## src/rtl/pipe_stall_ctrl_pkg.sv

```systemverilog
// Shared pipeline definitions for the hazard/stall controller.
package pipe_stall_ctrl_pkg;

   typedef logic [4:0] reg_idx_t;
   typedef logic [1:0] tcyc_t;

   // Tuse value meaning "operand not read".
   localparam tcyc_t TUSE_NONE = 2'd3;

   localparam int unsigned DEF_MULT_LAT = 5;
   localparam int unsigned DEF_DIV_LAT  = 10;

   typedef enum logic [1:0] {
      MdIdle    = 2'd0,
      MdBusyMul = 2'd1,
      MdBusyDiv = 2'd2
   } md_state_e;

   // Down-counter width: holds the larger latency minus one, never below 4 bits.
   function automatic int unsigned cnt_width(input int unsigned a, input int unsigned b);
      int unsigned m;
      int unsigned w;
      m = (a > b) ? a : b;
      w = $clog2(m);
      return (w < 4) ? 4 : w;
   endfunction

   // Tuse/Tnew hazard for one source operand against the E and M producers.
   function automatic logic src_hazard(input reg_idx_t src, input tcyc_t tuse,
                                       input reg_idx_t e_wa, input tcyc_t e_tnew,
                                       input reg_idx_t m_wa, input tcyc_t m_tnew);
      return (src != '0) && (tuse != TUSE_NONE) &&
             (((src == e_wa) && (e_tnew > tuse)) || ((src == m_wa) && (m_tnew > tuse)));
   endfunction

endpackage

```

## src/rtl/pipe_stall_ctrl_if.sv

```systemverilog
// Decode-side hazard bus between the pipeline and the stall controller.
interface pipe_stall_ctrl_if;
   import pipe_stall_ctrl_pkg::*;

   reg_idx_t    d_rs;
   reg_idx_t    d_rt;
   tcyc_t       d_tuse_rs;
   tcyc_t       d_tuse_rt;
   logic        d_is_md;
   reg_idx_t    e_wa;
   reg_idx_t    m_wa;
   tcyc_t       e_tnew;
   tcyc_t       m_tnew;
   logic        e_md_start;
   logic        e_md_div;
   logic        stall;
   logic        flush_e;
   logic        md_busy;
   logic        md_done;
   logic [31:0] stall_cnt;

   modport master (
      output d_rs, d_rt, d_tuse_rs, d_tuse_rt, d_is_md,
      output e_wa, m_wa, e_tnew, m_tnew, e_md_start, e_md_div,
      input  stall, flush_e, md_busy, md_done, stall_cnt
   );

   modport slave (
      input  d_rs, d_rt, d_tuse_rs, d_tuse_rt, d_is_md,
      input  e_wa, m_wa, e_tnew, m_tnew, e_md_start, e_md_div,
      output stall, flush_e, md_busy, md_done, stall_cnt
   );

endinterface

```

## src/rtl/pipe_stall_ctrl_md_busy_seq.sv

```systemverilog
// MDU busy-window sequencer: tracks the multi-cycle mult/div latency.
module md_busy_seq
   import pipe_stall_ctrl_pkg::*;
#(
   parameter int unsigned MULT_LAT = DEF_MULT_LAT,
   parameter int unsigned DIV_LAT  = DEF_DIV_LAT
) (
   input  logic clk,
   input  logic rst,
   input  logic md_start,
   input  logic md_div,
   output logic md_busy,
   output logic md_done
);

   localparam int unsigned CntW = cnt_width(MULT_LAT, DIV_LAT);

   md_state_e       state_q, state_d;
   logic [CntW-1:0] cnt_q, cnt_d;

   // State and counter registers with synchronous reset.
   always_ff @(posedge clk) begin
      if (rst) begin
         state_q <= MdIdle;
         cnt_q   <= '0;
      end else begin
         state_q <= state_d;
         cnt_q   <= cnt_d;
      end
   end

   // Next-state, counter and busy/done decode; starts while busy are ignored.
   always_comb begin
      state_d = state_q;
      cnt_d   = cnt_q;
      md_busy = 1'b0;
      md_done = 1'b0;
      unique case (state_q)
         MdIdle: begin
            if (md_start) begin
               if (md_div) begin
                  state_d = MdBusyDiv;
                  cnt_d   = CntW'(DIV_LAT - 1);
               end else begin
                  state_d = MdBusyMul;
                  cnt_d   = CntW'(MULT_LAT - 1);
               end
            end
         end
         MdBusyMul, MdBusyDiv: begin
            md_busy = 1'b1;
            if (cnt_q == '0) begin
               md_done = 1'b1;
               state_d = MdIdle;
            end else begin
               cnt_d = cnt_q - CntW'(1);
            end
         end
         default: begin
            state_d = MdIdle;
            cnt_d   = '0;
         end
      endcase
   end

endmodule

```

## src/rtl/pipe_stall_ctrl.sv

```systemverilog
// Hazard and stall controller: data-hazard compare, MDU stall and stall counter.
module pipe_stall_ctrl
   import pipe_stall_ctrl_pkg::*;
#(
   parameter int unsigned MULT_LAT = DEF_MULT_LAT,
   parameter int unsigned DIV_LAT  = DEF_DIV_LAT
) (
   input logic              clk,
   input logic              rst,
   pipe_stall_ctrl_if.slave bus
);

   logic        haz_rs;
   logic        haz_rt;
   logic        haz_md;
   logic        stall;
   logic        md_busy;
   logic        md_done;
   logic [31:0] stall_cnt_q;

   md_busy_seq #(
      .MULT_LAT(MULT_LAT),
      .DIV_LAT (DIV_LAT)
   ) u_md_busy_seq (
      .clk     (clk),
      .rst     (rst),
      .md_start(bus.e_md_start),
      .md_div  (bus.e_md_div),
      .md_busy (md_busy),
      .md_done (md_done)
   );

   // Combinational hazard detection; the start term covers the cycle before the FSM leaves idle.
   always_comb begin
      haz_rs = src_hazard(bus.d_rs, bus.d_tuse_rs, bus.e_wa, bus.e_tnew, bus.m_wa, bus.m_tnew);
      haz_rt = src_hazard(bus.d_rt, bus.d_tuse_rt, bus.e_wa, bus.e_tnew, bus.m_wa, bus.m_tnew);
      haz_md = bus.d_is_md && (md_busy || bus.e_md_start);
      stall  = haz_rs | haz_rt | haz_md;
   end

   // Free-running count of stalled edges, wrapping at 2^32.
   always_ff @(posedge clk) begin
      if (rst) begin
         stall_cnt_q <= '0;
      end else if (stall) begin
         stall_cnt_q <= stall_cnt_q + 32'd1;
      end
   end

   assign bus.stall     = stall;
   assign bus.flush_e   = stall;
   assign bus.md_busy   = md_busy;
   assign bus.md_done   = md_done;
   assign bus.stall_cnt = stall_cnt_q;

endmodule

```

## src/flat_wrapper.sv

```systemverilog
// flat-port wrapper written by rule: the top's interface ports become plain ports
module pipe_stall_ctrl_flat import pipe_stall_ctrl_pkg::*;
#(
   parameter int unsigned MULT_LAT = DEF_MULT_LAT,
   parameter int unsigned DIV_LAT  = DEF_DIV_LAT
)
  (clk, rst, bus_d_rs, bus_d_rt, bus_d_tuse_rs, bus_d_tuse_rt, bus_d_is_md, bus_e_wa, bus_m_wa, bus_e_tnew, bus_m_tnew, bus_e_md_start, bus_e_md_div, bus_stall, bus_flush_e, bus_md_busy, bus_md_done, bus_stall_cnt);
  pipe_stall_ctrl_if bus_i ();
  input logic clk;
  input logic rst;
  input wire logic [$bits(bus_i.d_rs)-1:0] bus_d_rs;
  input wire logic [$bits(bus_i.d_rt)-1:0] bus_d_rt;
  input wire logic [$bits(bus_i.d_tuse_rs)-1:0] bus_d_tuse_rs;
  input wire logic [$bits(bus_i.d_tuse_rt)-1:0] bus_d_tuse_rt;
  input wire logic [$bits(bus_i.d_is_md)-1:0] bus_d_is_md;
  input wire logic [$bits(bus_i.e_wa)-1:0] bus_e_wa;
  input wire logic [$bits(bus_i.m_wa)-1:0] bus_m_wa;
  input wire logic [$bits(bus_i.e_tnew)-1:0] bus_e_tnew;
  input wire logic [$bits(bus_i.m_tnew)-1:0] bus_m_tnew;
  input wire logic [$bits(bus_i.e_md_start)-1:0] bus_e_md_start;
  input wire logic [$bits(bus_i.e_md_div)-1:0] bus_e_md_div;
  output wire logic [$bits(bus_i.stall)-1:0] bus_stall;
  output wire logic [$bits(bus_i.flush_e)-1:0] bus_flush_e;
  output wire logic [$bits(bus_i.md_busy)-1:0] bus_md_busy;
  output wire logic [$bits(bus_i.md_done)-1:0] bus_md_done;
  output wire logic [$bits(bus_i.stall_cnt)-1:0] bus_stall_cnt;
  assign bus_i.d_rs = bus_d_rs;
  assign bus_i.d_rt = bus_d_rt;
  assign bus_i.d_tuse_rs = bus_d_tuse_rs;
  assign bus_i.d_tuse_rt = bus_d_tuse_rt;
  assign bus_i.d_is_md = bus_d_is_md;
  assign bus_i.e_wa = bus_e_wa;
  assign bus_i.m_wa = bus_m_wa;
  assign bus_i.e_tnew = bus_e_tnew;
  assign bus_i.m_tnew = bus_m_tnew;
  assign bus_i.e_md_start = bus_e_md_start;
  assign bus_i.e_md_div = bus_e_md_div;
  assign bus_stall = bus_i.stall;
  assign bus_flush_e = bus_i.flush_e;
  assign bus_md_busy = bus_i.md_busy;
  assign bus_md_done = bus_i.md_done;
  assign bus_stall_cnt = bus_i.stall_cnt;
  pipe_stall_ctrl #(.MULT_LAT(MULT_LAT), .DIV_LAT(DIV_LAT)) u_core (.clk(clk), .rst(rst), .bus(bus_i));
endmodule
```

## config.mk

```make
export PLATFORM = sky130hd
export DESIGN_NAME = pipe_stall_ctrl_flat
export DESIGN_NICKNAME = d
export VERILOG_FILES = /design/src/rtl/pipe_stall_ctrl_pkg.sv /design/src/rtl/pipe_stall_ctrl_if.sv /design/src/rtl/pipe_stall_ctrl_md_busy_seq.sv /design/src/rtl/pipe_stall_ctrl.sv /design/src/flat_wrapper.sv
export SDC_FILE = /design/constraint.sdc
export NUM_CORES = 1
export LEC_CHECK = 0
export ABC_AREA = 1
export ABC_CLOCK_PERIOD_IN_PS = 3450
export CORE_MARGIN = 2
export CORE_UTILIZATION = 51
export DETAILED_ROUTE_END_ITERATION = 8
export GPL_ROUTABILITY_DRIVEN = 0
export HOLD_SLACK_MARGIN = 0.05
export PLACE_DENSITY = 0.88
export SLEW_MARGIN = 20
export SYNTH_ARGS = -nofsm -noshare
export SYNTH_HDL_FRONTEND = slang
export SYNTH_SLANG_ARGS = --single-unit
export TNS_END_PERCENT = 5
```

## constraint.sdc

```tcl
create_clock -name clk -period 3.45 [get_ports clk]
set_clock_uncertainty 0.1 [all_clocks]
set_input_delay 0.69 -clock clk [delete_from_list [all_inputs] [get_ports clk]]
set_output_delay 0.69 -clock clk [all_outputs]
set_load 0.02 [all_outputs]
```

======== After elaboration in Yosys (flattened, before gate mapping) ========
Index checks and enable logic that the tools add are counted.
operators by class
  reduce and logical (&&, ||, !) cells .... 19
  add/sub/neg operators ................... 2
  magnitude comparators ................... 4
  muxes and demuxes ....................... 11
  bitwise logic cells ..................... 2
  equality and inequality tests ........... 11
operators by type and width
  operator                                              count
  adder 32 x 1 -> 32 bit (second input constant)        1
  equality test 5 bit                                   4
  2-to-1 mux 4 bit                                      3
  != test 2 bit (second input constant)                 5
  nonzero test 5 bit                                    2
  logical AND 1 bit                                     9
  > comparator 2 bit                                    4
  case mux 4 bit (2 select lines)                       1
  2-to-1 mux 2 bit                                      3
  logical NOT 4 bit                                     1
  case mux 2 bit (2 select lines)                       1
  AND reduction 2 bit                                   2
  subtractor 4 x 1 -> 4 bit (second input constant)     1
  logical OR 1 bit                                      3
  2-to-1 mux 1 bit                                      3
  equality test 2 x 1 -> 1 bit (second input constant)  1
  equality test 2 bit (second input constant)           1
  logical NOT 2 bit                                     1
  OR 1 bit                                              2
  OR reduction 2 bit                                    1
word-level totals
  input port bits ......................... 33
  output and inout bits ................... 36
  bits in registers ....................... 38
  word-level logic and storage cells ...... 52

======== Longest topological paths before layout ========
Gate-level depths: netlist of run 1.
  depth after elaboration ................. 6
  depth in mapped cells ................... 14
  gate-level depth less buffers ........... 13

======== Cells and area by module ========
A second synthesis of run 1 with hierarchy kept.
second synthesis, totals
  cells, all modules ...................... 589
  area, all modules ....................... 3400.8 µm²
modules (own cells, without submodules)
  module           times used  area an instance (µm²)  seq. area each (µm²)  cells each
  pipe_stall_ctrl  1           2984.1                  640.6                 531
  md_busy_seq      1           416.6                   120.1                 58

======== Worst setup path after synthesis of run 1 ========
Ideal clock, no wire load.
  path type ............................... input port to output port
  start point ............................. in bus_d_tuse_rs[1]
  end point ............................... out bus_stall
  required time ........................... 2660 ps
  path slack .............................. 806 ps
  arrival ................................. 1854 ps
  path buffers ............................ 2
  cell stages on the path ................. 10
  cell sequence ........................... inv_1 -> ha_1 -> a21oi_1 -> nor2_1 -> nand3_1 -> nand2_1 -> nand2_1 -> nand3_4 -> buf_6 -> buf_4
on the way
  cells in the longest elaborated chain, start to end .. 6
  elaborated cells on any way between the ends .. 10
  those cells by class .................... 2 x order compare; 1 x eq/ne; 2 x bitwise; 5 x reduce/logical
ends and longest elaborated chain
  what                       RTL line                   text
  from (decl)                flat_wrapper.sv:13         input wire logic [$bits(bus_i.d_tuse_rs)-1:0] bus_d_tuse_rs;
  > comparator 2 bit         pipe_stall_ctrl_pkg.sv:33  (((src == e_wa) && (e_tnew > tuse)) || ((src == m_wa) && (m_tnew > tuse)));
  logical AND 1 bit          pipe_stall_ctrl_pkg.sv:33
  logical OR 1 bit           pipe_stall_ctrl_pkg.sv:33
  logical AND 1 bit (*)      pipe_stall_ctrl_pkg.sv:32  return (src != '0) && (tuse != TUSE_NONE) &&
  OR 1 bit (*) (2 in a row)  pipe_stall_ctrl.sv:38      stall = haz_rs | haz_rt | haz_md;
  to (decl)                  flat_wrapper.sv:22         output wire logic [$bits(bus_i.stall)-1:0] bus_stall;
Mark *: on every way between the ends. The rest lies on a longest branch, timed or not.

======== Worst setup path after layout of run 1 ========
  start point ............................. in bus_d_tuse_rt[1]
  end point ............................... out bus_stall
on the way
  cells in the longest elaborated chain, start to end .. 6
  elaborated cells on any way between the ends .. 10
  those cells by class .................... 2 x order compare; 1 x eq/ne; 2 x bitwise; 5 x reduce/logical
ends and longest elaborated chain
  what                       RTL line                   text
  from (decl)                flat_wrapper.sv:14         input wire logic [$bits(bus_i.d_tuse_rt)-1:0] bus_d_tuse_rt;
  > comparator 2 bit         pipe_stall_ctrl_pkg.sv:33
  logical AND 1 bit          pipe_stall_ctrl_pkg.sv:33
  logical OR 1 bit           pipe_stall_ctrl_pkg.sv:33
  logical AND 1 bit (*)      pipe_stall_ctrl_pkg.sv:32
  OR 1 bit (*) (2 in a row)  pipe_stall_ctrl.sv:38
Marks and branches as above.

==> flow_summary.toml, run 1 <==
[detailed_routing]
vias = 3860
wl_per_cell_um = 12.7
drc = 0
first_pass_iters = 6
wl_um = 9390
vias_per_cell = 5.22
detail-route-antenna-nets = 0
initialDrtViolationCount = 346

[pwr]
leakage_nw = 2.16
peakVddDrop_uv = 459
p_per_area_nw_per_um2 = 507
power_mw = 2.14

[clock_tree]
path_clk_slew_ns = 0.08
post_cts_buffers = 0
ctsResizeCount = 2
cts_hold_buffers = 0
cts_tree = "done"
clkSinkCount = 38
cts-buffers-inserted = 5
clock_latency_ns = 0.30
cts.htree.levels = 2
cts-root-buf = "clkbuf_8"
clk_path_buf_depth = 2

[synthesis]
seq_area_frac_synth_pct = 22.4
ys_types = 32
ys_seq_elements = 38
synthCells = 598
syn_area_per_cell_um2 = 5.69
synth_fp_nets = 644
ys_warn_count = 0
syn_area_um2 = 3400

[sta]
worst_pin_slew_ns = 0.453
finalSetupViolCount = 0
final.min_clock_period_ns = 3.30
slew_violations = 0
finalCritPeriodShare_pct = 95.6
finalSetupTns_ns = 0
fmax_ghz = 0.303
max_slew_margin_pct = 69.8
hold_viol = 0
rsz0062_at_grt = "false"

[setup_path]
crit_fanout = 3
end_kind = "output port"
cp.required_ns = 2.66
criticalPathCategory = "input port to output port"
worstPathArrival_ns = 2.51
worst_setup_path_start_kind = "input port"

[place]
dpl.cell_count = 732
port-buffer-count = 68
place.detailed.hpwl_um = 7200

[finish]
diodes = 0
final_nets = 708
drive_gt1_share_pct = 5.43
fin_cells = 740
syn2layout_area_growth_pct = 24.1

[grt]
grt-ovfl-total = 0
grt_pass1_wl_um = 16000
grt_max_degree = 35
grt_pass1_vias = 3537
antenna_found_initial = 0
grt_use_total_pct = 26.2

[floorplanning]
ios = 69
chipWidth_um = 85.7
dieArea_um2 = 7340
chipHeight_um = 85.7
rows = 29
initial_core_util_pct = 53.3
core_region_area_um2 = 6390

[outcome]
outcome = "finished clean"

[worst_hold_path]
hold_class = "flip-flop to flip-flop"

[flow_run]
drv_cap = 0
-- worst max-delay path, stage by stage --
cell             delay, ns
clkdlybuf4s50_1       0.47
inv_1                 0.07
ha_1                  0.30
inv_1                 0.04
o21bai_1              0.12
nand2_1               0.07
nor2_1                0.10
nand2_1               0.06
nand2_1               0.07
nand2_2               0.08
nand3_4               0.09
dlygate4sd2_1         0.34
-- Yosys cell counts (all sizes together) --
cell / count / area share (%)
nand2: 200 / 23
inv: 125 / 14
nor2: 87 / 11
dfxtp: 38 / 22
nand4: 34 / 6.3
xor2: 23 / 5.9
nand3: 21 / 3.6
nor3: 14 / 2.5
ha: 13 / 4.8
buf: 10 / 1.9
a21oi: 9 / 1.3
o21ai: 8 / 1.2
clkbuf: 6 / 0.66
xnor2: 4 / 1.0
a22oi: 1 / 0.22
clkinv: 1 / 0.11
nand3b: 1 / 0.22
o211a: 1 / 0.29
o21bai: 1 / 0.22
o22ai: 1 / 0.18
-- kinds of logic after synthesis --
group                    after synthesis  share of synthesized area, %
AND/OR/NAND/NOR                      357                          46.0
XOR/XNOR                              27                          6.95
buffers and inverters                142                          16.4
AO/OA/AOI/OAI                         21                          3.42
adder cells (fa/ha/maj)               13                          4.78
flip-flops                            38                          22.4
-- placed cells by master (no fill, tap or decap) --
cell type and instances:
o21ai_0 7, nand2_1 193, o211a_1 1, nand4_1 34, nand2_4 1, dlygate4sd2_1 2
a22oi_1 1, nor2_2 3, inv_1 120, dfxtp_1 38, clkinv_2 1, ha_1 13
nor3_2 1, nor3_1 12, inv_2 5, xnor2_1 4, nand3_1 19, o21bai_1 1
buf_4 5, nor2_1 80, clkdlybuf4s50_1 66, nor2_4 4, clkbuf_8 6, o22ai_1 1
nand3_2 1, nor3_4 1, a21oi_1 9, xor2_1 23, nand2_2 6, clkbuf_1 1
nand3_4 1, o21ai_2 1, clkinv_1 1, nand3b_1 1
-- worst paths after layout --
check	slack [ns]	depth (start not counted)	to	from
worst max register to register	1.49	7	u_core.u_md_busy_seq.cnt_q[3]$_SDFFE_PP0P_	u_core.u_md_busy_seq.state_q[1]$_SDFFE_PP0P_
worst max-delay path	0.15	12	bus_stall	bus_d_tuse_rt[1]
worst min register to register	0.38	2	u_core.u_md_busy_seq.cnt_q[0]$_SDFFE_PP0P_	u_core.u_md_busy_seq.cnt_q[0]$_SDFFE_PP0P_
worst min-delay path	0.38	2	u_core.u_md_busy_seq.cnt_q[0]$_SDFFE_PP0P_	u_core.u_md_busy_seq.cnt_q[0]$_SDFFE_PP0P_
-- state kept, by name, indices dropped and copies added (netlist names) --
signal / cells
u_core.u_md_busy_seq.state_q: 2
u_core.u_md_busy_seq.cnt_q: 4
u_core.bus.stall_cnt: 32
-- power breakdown --
part	switching, mW	total (mW)	internal [mW]	leakage (nW)
Sequential	0.128	0.678	0.549	0.314
Clock	0.172	0.334	0.162	0.0482
Combinational	0.654	1.13	0.476	1.80
Total	0.954	2.14	1.19	2.16
-- routing by layer --
| layer | track usage, % | vias to the layer above | routed length (µm) |
|---|---|---|---|
| met2 | 44.0 | 168 | 4350 |
| met5 | 0 | - | 0 |
| met4 | 7.79 | 0 | 276 |
| met3 | 5.58 | 32 | 713 |
| met1 | 33.9 | 1728 | 4060 |
| li1 | - | 1932 | - |
-- layout make-up --
type	instances	area, µm²
clock inverters	1	5.00
fillers	572	2160
clock buffers	7	86.3
inverters	126	473
flip-flops and latches	38	761
multi-input cells	418	2090
well taps	77	96.3
repair buffers	73	716
-- per-stage QoR --
step           util, %  setup WS, ns  instance area, µm²  hold slack [ns]
2_1_floorplan        -         0.806                3400            0.349
4_1_cts           66.1         0.148                4220            0.383
6_report          66.1         0.152                4220            0.380
5_1_grt           66.1        0.0411                4220            0.398
3_3_place_gp      64.7       -0.0325                4130            0.367
3_5_place_dp      64.7        -0.117                4130            0.372
Power figures use the tool's default switching activity.
==> inputs of run 2 (changes only) <==
==> constraint.sdc (replaced) <==
create_clock -name clk -period 3.45 [get_ports clk]
set_clock_uncertainty 0.1 [all_clocks]
set_input_delay 1.035 -clock clk [delete_from_list [all_inputs] [get_ports clk]]
set_output_delay 1.035 -clock clk [all_outputs]
set_load 0.02 [all_outputs]
==> run 2 against run 1 <==
  * The run now ends with DRC left
  * Routed wire length increased by 4.8%
  * Final cell count increased by 0.81%
  * Power increased by 1.2%
  * Global-route usage increased by 0.95 points
  * Clock power decreased by 1%
  * Critical path type unchanged
  * Critical endpoint is now bus_flush_e
  * Highest routed layer unchanged
==> flow_summary.toml, run 2 (synthesis gave the netlist of run 1 again) <==
[outcome]
outcome = "complete, but fails checks"
violations = "DRC"

[clock_tree]
cts_hold_buffers = 0
cts-buffers-inserted = 5
path_clk_slew_ns = 0.07
clkSinkCount = 38
clk_path_buf_depth = 2
cts.htree.levels = 2
cts-root-buf = "clkbuf_8"
cts_tree = "done"
clock_latency_ns = 0.30

[finish]
mostFrequentLayoutCell = "nand2_1"
fin_cells = 746
final_cell_mix = "190 x nand2_1, 116 x inv_1, 78 x nor2_1"
syn2layout_area_growth_pct = 29.0
largest_reg_flops = 32
drive_gt1_share_pct = 10.3
fill_cells = 550
diodes = 0
finish.instance_area_um2 = 4390
fin_util_pct = 68.7
final_nets = 714

[floorplanning]
chipWidth_um = 85.7
dieArea_um2 = 7340
core_region_area_um2 = 6390
rows = 29
chipHeight_um = 85.7
ios = 69
initial_core_util_pct = 53.3

[setup_path]
criticalPathCategory = "input port to output port"
crit_fanout = 3
worstPathArrival_ns = 2.27
worst_setup_path_start_kind = "input port"
end_kind = "output port"
cp.required_ns = 2.31
reg2regPathDepth = 11

[detailed_routing]
vias = 3939
wl_um = 9840
top_layer_used = "met4"
drc = 2
wl_met1_um = 4050
vias_per_cell = 5.28
detail-route-antenna-nets = 0
initialDrtViolationCount = 391
wl_per_cell_um = 13.2
first_pass_iters = 7
wl_met2_um = 4720
met3_length_um = 796

[sta]
finalSetupViolCount = 0
final.min_clock_period_ns = 3.41
slew_violations = 0
worst_pin_slew_ns = 0.479
max_slew_margin_pct = 68.1
finalCritPeriodShare_pct = 98.8
fmax_ghz = 0.293
whs_ns = 0.386
hold_viol = 0

[pwr]
leakage_nw = 2.30
peakVddDrop_uv = 497
p_per_area_nw_per_um2 = 494

[place]
dpl.cell_count = 737
placed_cell_area_um2 = 4170
port-buffer-count = 68
place.detailed.hpwl_um = 7380

[grt]
grt_pass1_wl_um = 16400
grt_pass1_vias = 3669
grt_use_total_pct = 27.2
antenna_found_initial = 0
grt_max_degree = 35
grt-ovfl-total = 0

[worst_hold_path]
hold_path_depth = 2
hold_class = "flip-flop to flip-flop"

[flow_run]
drv_cap = 0
[run 2: cell types whose count changed in the layout (fill, tap and decap cells not counted), sizes merged]
cell	change
clkdlybuf4s50	-28
clkdlybuf4s15	+2
dlymetal6s2s	+9
clkbuf	+3
dlygate4sd2	+10
buf	+10
[run 2: power breakdown]
part	total (mW)	switching [mW]	leakage (nW)	internal (mW)
logic	1.16	0.673	1.93	0.487
registers	0.678	0.129	0.314	0.549
clock network	0.330	0.168	0.0482	0.162
[run 2: timing repair]
item,CTS,global route
endpoints found under the setup margin,2,2
setup buffers,1,0
pin swaps,15,17
resized for setup,50,28
[run 2: per-layer routing]
metal / up-vias / GRT usage, %
met5: - / 0
met2: 197 / 46.8
met3: 38 / 5.10
li1: 1937 / -
met1: 1767 / 34.0
met4: 0 / 9.52
[run 2: cell type report]
type	instances	area [µm²]	area share, %
flip-flops and latches	38	761	17.3
inverters	126	475	10.8
multi-input cells	418	2210	50.5
clock inverters	1	5.00	0.114
repair buffers	79	751	17.1
well taps	77	96.3	2.19
clock buffers	7	86.3	1.97
[run 2: path summary, 6_finish.rpt]
kind	to	slack [ns]	from
max	bus_flush_e	0.04	bus_e_tnew[1]
min	u_core.u_md_busy_seq.cnt_q[1]$_SDFFE_PP0P_	0.39	u_core.u_md_busy_seq.cnt_q[1]$_SDFFE_PP0P_
max reg2reg	u_core.bus.stall_cnt[24]$_SDFFE_PP0P_	1.49	u_core.bus.stall_cnt[0]$_SDFFE_PP0P_
min reg2reg	u_core.u_md_busy_seq.cnt_q[1]$_SDFFE_PP0P_	0.39	u_core.u_md_busy_seq.cnt_q[1]$_SDFFE_PP0P_
[run 2: worst max-delay path: stages]
cell	delay [ns]
buf_2	0.14
ha_4	0.27
inv_1	0.04
o21bai_1	0.15
nand2_1	0.07
nor2_1	0.13
nand2_1	0.07
nand2_1	0.06
nand2_2	0.08
nand3_4	0.10
buf_6	0.13
[run 2: stage by stage]
step,power (mW),setup slack (ns),setup TNS (ns)
3_5_place_dp,1.82,-0.793,-1.59
5_1_grt,2.34,-0.0169,-0.0333
2_1_floorplan,1.41,0.116,0
6_report,2.17,0.0426,0
4_1_cts,2.16,0.00249,0
3_3_place_gp,1.77,-0.723,-1.44
